**src/rtl/act_argmax_if.sv**
```systemverilog
// act_argmax_if
// Bundles the stream and result signals of the act_argmax output stage.
//   frame_clr    upstream -> stage  synchronous abort of the partial frame
//   in_valid     upstream -> stage  in_data is valid this cycle
//   in_data      upstream -> stage  signed 22-bit accumulator result
//   in_ready     stage -> upstream  stage can accept in_data this cycle
//   act_valid    stage -> upstream  act_out valid (one pulse per transfer)
//   act_out      stage -> upstream  ReLU + requantised 8-bit activation
//   class_valid  stage -> upstream  one-cycle pulse, class_idx is final
//   class_idx    stage -> upstream  winning class of the last frame
//   busy         stage -> upstream  a frame is partially collected
//   max_score    stage -> upstream  winning raw score (only with ACT_ARGMAX_SCORE_OUT_EN)
// The master modport is the upstream side; the stage itself uses slave.
interface act_argmax_if #(
    parameter int IDX_W = 4
);
    logic                    frame_clr;
    logic                    in_valid;
    logic signed [21:0]      in_data;
    logic                    in_ready;
    logic                    act_valid;
    logic [7:0]              act_out;
    logic                    class_valid;
    logic [IDX_W-1:0]        class_idx;
    logic                    busy;
`ifdef ACT_ARGMAX_SCORE_OUT_EN
    logic signed [21:0]      max_score;

    modport master (
        output frame_clr, in_valid, in_data,
        input  in_ready, act_valid, act_out, class_valid, class_idx, busy, max_score
    );
    modport slave (
        input  frame_clr, in_valid, in_data,
        output in_ready, act_valid, act_out, class_valid, class_idx, busy, max_score
    );
`else
    modport master (
        output frame_clr, in_valid, in_data,
        input  in_ready, act_valid, act_out, class_valid, class_idx, busy
    );
    modport slave (
        input  frame_clr, in_valid, in_data,
        output in_ready, act_valid, act_out, class_valid, class_idx, busy
    );
`endif
endinterface

```
**src/rtl/act_argmax.sv**
```systemverilog
// act_argmax
// Output stage behind the neuron accumulator. Every accepted result is
// passed through ReLU and requantised to 8 bits (one cycle latency), and the
// raw signed results of a frame of NUM_CLASSES values are reduced to the index
// of the largest one, reported with a one-cycle class_valid pulse.
// Ports:
//   clk   rising-edge clock
//   rst   asynchronous reset, active low
//   bus   act_argmax_if slave side (stream in, activation and class out)
// Optional build macro: ACT_ARGMAX_SCORE_OUT_EN adds bus.max_score, the
// signed maximum of the last frame, updated together with class_idx.
module act_argmax #(
    parameter int NUM_CLASSES = 10,
    parameter int SHIFT       = 8,
    parameter int IDX_W       = 4
) (
    input  logic clk,
    input  logic rst,
    act_argmax_if.slave bus
);

    typedef enum logic [1:0] {IDLE, COLLECT, DONE} state_t;

    localparam logic [IDX_W-1:0] LAST_IDX = IDX_W'(NUM_CLASSES - 1);

    state_t             state_q, state_d;
    logic [IDX_W-1:0]   count_q, count_d;
    logic [IDX_W-1:0]   idx_q, idx_d;
    logic [IDX_W-1:0]   class_idx_q, class_idx_d;
    logic signed [21:0] max_q, max_d;
    logic               act_valid_q, act_valid_d;
    logic [7:0]         act_out_q, act_out_d;
`ifdef ACT_ARGMAX_SCORE_OUT_EN
    logic signed [21:0] max_score_q, max_score_d;
`endif

    logic               in_ready;
    logic               transfer;
    logic               new_max;
    logic signed [21:0] shifted;

    always_comb begin
        in_ready  = (state_q != DONE);
        // An abort in the same cycle drops the data completely.
        transfer  = bus.in_valid && in_ready && !bus.frame_clr;
        // The first value of a frame always seeds the maximum; later values
        // must be strictly larger so that ties keep the lowest index.
        new_max   = (count_q == '0) || ($signed(bus.in_data) > max_q);
        shifted   = $signed(bus.in_data) >>> SHIFT;

        act_valid_d = transfer;
        act_out_d   = act_out_q;
        if (transfer) begin
            if (bus.in_data[21]) begin
                act_out_d = 8'd0;
            end else if (shifted > 22'sd255) begin
                act_out_d = 8'd255;
            end else begin
                act_out_d = shifted[7:0];
            end
        end
    end

    // Frame sequencing and argmax. The winner of the frame is resolved on the
    // last transfer so that class_idx is already final during DONE.
    always_comb begin
        state_d     = state_q;
        count_d     = count_q;
        max_d       = max_q;
        idx_d       = idx_q;
        class_idx_d = class_idx_q;
`ifdef ACT_ARGMAX_SCORE_OUT_EN
        max_score_d = max_score_q;
`endif
        case (state_q)
            IDLE, COLLECT: begin
                if (transfer) begin
                    if (new_max) begin
                        max_d = bus.in_data;
                        idx_d = count_q;
                    end
                    if (count_q == LAST_IDX) begin
                        state_d     = DONE;
                        count_d     = '0;
                        class_idx_d = new_max ? count_q : idx_q;
`ifdef ACT_ARGMAX_SCORE_OUT_EN
                        max_score_d = new_max ? bus.in_data : max_q;
`endif
                    end else begin
                        state_d = COLLECT;
                        count_d = count_q + IDX_W'(1);
                    end
                end
            end
            DONE: begin
                state_d = IDLE;
            end
            default: begin
                state_d = IDLE;
            end
        endcase
        if (bus.frame_clr) begin
            state_d = IDLE;
            count_d = '0;
        end
    end

    always_ff @(posedge clk or negedge rst) begin
        if (!rst) begin
            state_q     <= IDLE;
            count_q     <= '0;
            max_q       <= '0;
            idx_q       <= '0;
            class_idx_q <= '0;
            act_valid_q <= 1'b0;
            act_out_q   <= 8'd0;
`ifdef ACT_ARGMAX_SCORE_OUT_EN
            max_score_q <= '0;
`endif
        end else begin
            state_q     <= state_d;
            count_q     <= count_d;
            max_q       <= max_d;
            idx_q       <= idx_d;
            class_idx_q <= class_idx_d;
            act_valid_q <= act_valid_d;
            act_out_q   <= act_out_d;
`ifdef ACT_ARGMAX_SCORE_OUT_EN
            max_score_q <= max_score_d;
`endif
        end
    end

    assign bus.in_ready    = in_ready;
    assign bus.busy        = (state_q == COLLECT);
    assign bus.class_valid = (state_q == DONE);
    assign bus.class_idx   = class_idx_q;
    assign bus.act_valid   = act_valid_q;
    assign bus.act_out     = act_out_q;
`ifdef ACT_ARGMAX_SCORE_OUT_EN
    assign bus.max_score   = max_score_q;
`endif

endmodule
```
**src/flat_wrapper.sv**
```systemverilog
// flat-port wrapper written by rule: the top's interface ports become plain ports
module act_argmax_flat 
#(
    parameter int NUM_CLASSES = 10,
    parameter int SHIFT       = 8,
    parameter int IDX_W       = 4
)
  (clk, rst, bus_frame_clr, bus_in_valid, bus_in_data, bus_in_ready, bus_act_valid, bus_act_out, bus_class_valid, bus_class_idx, bus_busy);
  act_argmax_if #(.IDX_W(IDX_W)) bus_i ();
  input  logic clk;
  input  logic rst;
  input wire logic [$bits(bus_i.frame_clr)-1:0] bus_frame_clr;
  input wire logic [$bits(bus_i.in_valid)-1:0] bus_in_valid;
  input wire logic [$bits(bus_i.in_data)-1:0] bus_in_data;
  output wire logic [$bits(bus_i.in_ready)-1:0] bus_in_ready;
  output wire logic [$bits(bus_i.act_valid)-1:0] bus_act_valid;
  output wire logic [$bits(bus_i.act_out)-1:0] bus_act_out;
  output wire logic [$bits(bus_i.class_valid)-1:0] bus_class_valid;
  output wire logic [$bits(bus_i.class_idx)-1:0] bus_class_idx;
  output wire logic [$bits(bus_i.busy)-1:0] bus_busy;
  assign bus_i.frame_clr = bus_frame_clr;
  assign bus_i.in_valid = bus_in_valid;
  assign bus_i.in_data = bus_in_data;
  assign bus_in_ready = bus_i.in_ready;
  assign bus_act_valid = bus_i.act_valid;
  assign bus_act_out = bus_i.act_out;
  assign bus_class_valid = bus_i.class_valid;
  assign bus_class_idx = bus_i.class_idx;
  assign bus_busy = bus_i.busy;
  act_argmax #(.NUM_CLASSES(NUM_CLASSES), .SHIFT(SHIFT), .IDX_W(IDX_W)) u_core (.clk(clk), .rst(rst), .bus(bus_i));
endmodule
```
**config.mk**
```make
export PLATFORM = sky130hd
export DESIGN_NAME = act_argmax_flat
export DESIGN_NICKNAME = d
export VERILOG_FILES = /design/src/rtl/act_argmax_if.sv /design/src/rtl/act_argmax.sv /design/src/flat_wrapper.sv
export SDC_FILE = /design/constraint.sdc
export NUM_CORES = 1
export LEC_CHECK = 0
export ABC_AREA = 1
export CAP_MARGIN = 30
export CORE_AREA = 2 2 71 73
export DETAILED_ROUTE_END_ITERATION = 7
export DIE_AREA = 0 0 73 75
export HOLD_SLACK_MARGIN = 0.06
export PLACE_DENSITY = 0.81
export SYNTH_ARGS = -nofsm -noshare
export SYNTH_HDL_FRONTEND = slang
export SYNTH_SLANG_ARGS = --single-unit
```
**constraint.sdc**
```tcl
create_clock -name clk -period 4.86 [get_ports clk]
set_input_delay 0.486 -clock clk [delete_from_list [all_inputs] [get_ports clk]]
set_output_delay 0.486 -clock clk [all_outputs]
set_load 0.02 [all_outputs]
```
==> metrics.md <==
| Metric | Value |
|---|---|
| Nets | `430` |
| Cell Area, Synth | `2580 µm²` |
| Crit path required time | `5.03 ns` |
| Num Clock Sinks | `45` |
| Clock transition at path regs | `0.08 ns` |
| Worst Path Arrival | `3.31 ns` |
| Mapped Cells | `336` |
| Hold violation count in the final report | `0` |
| Synth top area share | `43.7%` |
| IO Count | `42` |
| Max Clock Skew | `0.0109 ns` |
| R2R Setup Slk | `2.02 ns` |
| Critical Path Slowest Stage Cell | `nand2_2` |
| Post-Place Worst Slack | `1.42 ns` |
| Worst-path cell chain | `clkdlybuf4s50_1, ha_1, nand2_2, nor2_2, nand2_1, nor2_1, nand2_1, nand4_1, nand3_2, nand2_2, nand2_2, nand2_1, o21ai_1` |
| Largest net degree at the start of global routing | `34` |
| Die H | `75 µm` |
| LEAKAGE | `1.72 nW` |
| Fill cells | `386` |
| Number of max-cap violations | `0` |
| Layout area overhead | `21.3%` |
| Hold-fix buffers, CTS | `0` |
| DR pass1 iterations | `4` |
| Slew headroom | `62.0%` |
| Slowest stage delay, CP | `0.48 ns` |
| Post-synth cell types | `22` |
| Gpl congestion | `0.812` |
| RSZ-0062 raised after global routing | `no` |
| Tightest Pin Transition | `0.569 ns` |
| H-tree depth | `2` |
| First-pass GRT wire length | `9920 µm` |
| Tot GR Track Use | `23.3%` |
| Routed WL | `5660 µm` |
| Post-synthesis average cell area | `7.67 µm²` |
| Maximum buffer depth of the clock tree | `2` |
| Fmax | `318 MHz` |
| Input/output buffers | `41` |
| Power per cell area | `336 nW/µm²` |
| CP endpoint kind | `register` |
| Period utilization | `64.6%` |
| DRC Markers | `0` |
| DIE AREA | `5480 µm²` |
| Worst-skew pair later-pin latency | `0.30 ns` |
| Hold WC Path Type | `input pin to async pin` |
| Syn Nets | `387` |
| Vias in the first global route | `2,337` |
| Worst-case reg-to-reg path depth | `13` |
| Reg2reg end | `u_core.max_q[19]` |
| Initial cell density of the core | `55.3%` |
| Post-synth top area cell | `dfrtp_1` |
| Tmin final | `3.14 ns` |
| Post-DP HPWL | `4180 µm` |
| Remaining global-route overflow | `0` |
| Layout cell share with drive strength beyond 1 | `3.96%` |
| Post-CTS Setup Inserts | `0` |
| Status | `finished clean` |
| Via/cell ratio | `5.25` |
| RR Startpoint | `u_core.max_q[21]` |
| Peak VDD IR | `0.000171 V` |
| Worst-path fanout max | `29` |
| Post-synthesis sequential area ratio | `43.7%` |
| Critical path launch point type | `input pin` |
| Iter 0 DRT Violations | `150` |
| CTS tree | `yes` |
| Post-CTS sizing | `0` |
| ANT nets after route | `0` |
| Synth warn | `0` |
| Utilization after layout | `67.1%` |
| Via count | `2,274` |
| Antenna cells | `0` |
| Setup TNS | `0 ns` |
| #FFs+latches synth | `45` |
| Setup-violating endpoint count in the final report | `0` |
| Pins Over Slew Limit | `0` |
| WS Path Type | `input pin to register` |
| Area contributors post-synth | `dfrtp_1 (44%), nand2_1 (17%), ha_1 (12%), inv_1 (8.3%), nand3_1 (7.0%)` |
| TritonCTS Buffers | `5` |
| Slack of the critical path | `1.72 ns` |
| Core Area | `4660 µm²` |
| CTS Root Cell | `clkbuf_8` |
| Die width | `73 µm` |
| Wire per inst | `13.1 µm` |
| Initial antenna violation count | `0` |
| Rows | `25` |
logic make-up (layout without fill, tap and decap cells):
kind of cell               after synthesis  count (layout)  synth area share, %
and+or+nand+nor                        177             177                 28.7
buffers and inverters                   64             107                 10.1
DFF                                     45              45                 43.7
adders and majority gates               25              25                 12.1
AOI/OAI and AO/OA                       24              24                 5.10
xor gates and xnor gates                 1               1                0.340
layout by cell type (no fill, tap or decap), types with 2 or more instances in the layout:
cell type and count:
nand2_1 116, inv_1 57, dfrtp_1 45, clkdlybuf4s50_1 40, nand3_1 36, ha_1 25
nor2_1 14, o21ai_0 10, clkbuf_8 6, a21oi_1 5, o21ai_1 5, nand2_2 3
nand4_1 3, nor2_2 2, nor3_1 2
routing by layer:
layer	global-route usage (%)	up-vias	share of wire, %
met4	6.58	0	1.2
met1	28.9	1075	44
met2	41.8	59	50
met3	4.15	8	4.5
li1	-	1132	-
met5	0	-	0
final cells by class:
class | instances | area, µm² | area share, %
flip-flops and latches | 45 | 1130 | 36.0
well taps | 54 | 67.6 | 2.16
inverters | 57 | 214 | 6.85
clock buffers | 7 | 86.3 | 2.76
multi-input cells | 227 | 1190 | 38.1
repair buffers | 43 | 440 | 14.1
where the power goes:
part / switching, W / internal, W
logic: 0.000204 / 0.000137
registers: 0.0000335 / 0.000437
clock network: 0.000124 / 0.000113
cell usage after synthesis:
master	instances
o41ai_1	1
o21ai_1	5
o2111ai_1	1
xor2_1	1
a21o_1	1
o22ai_1	1
nor2_2	2
buf_6	2
o21ai_0	10
nor3_1	2
a21oi_1	5
nand4_1	3
nand2_2	3
clkbuf_1	2
nand3_1	36
dfrtp_1	45
inv_1	57
ha_1	25
nand3_2	1
nand2_1	116
nor2_1	14
buf_2	3
per-stage QoR:
stage / hold WS, ns / cells / instance area [µm²] / total power (W)
6_report: 0.0769 / 433 / 3130 / 0.00105
2_1_floorplan: 0.190 / 336 / 2580 / 0.000704
5_1_grt: 0.0896 / 433 / 3130 / 0.00113
3_5_place_dp: 0.402 / 425 / 3020 / 0.000817
3_3_place_gp: 0.453 / 424 / 3000 / 0.000796
4_1_cts: 0.0814 / 432 / 3110 / 0.00105
worst max path at each step:
stage / from / end / slack (ns) / depth (start not counted)
6_report: bus_in_data[21] / u_core.max_q[19] / 1.72 / 13
3_3_place_gp: bus_in_data[21] / u_core.idx_q[0] / 1.56 / 13
2_1_floorplan: bus_in_data[21] / u_core.max_q[1] / 2.76 / 14
4_1_cts: bus_in_data[21] / u_core.max_q[19] / 1.74 / 13
5_1_grt: bus_in_data[21] / u_core.max_q[16] / 1.49 / 13
3_5_place_dp: bus_in_data[21] / u_core.max_q[19] / 1.42 / 13
critical path, delay by kind of cell:
family	cells	cell delay, ns
compound gates	1	0.08
simple gates	10	1.86
buf+inv	1	0.46
fa+ha+maj	1	0.39
flip-flops by register name (all words and copies together), names as in the netlist:
name and flops:
u_core.max_q 22, u_core.bus.act_out 8, u_core.bus.class_idx 4, u_core.count_q 4, u_core.idx_q 4, u_core.state_q 2, u_core.bus.act_valid 1
Note: power is estimated with default switching activity, not from simulation.
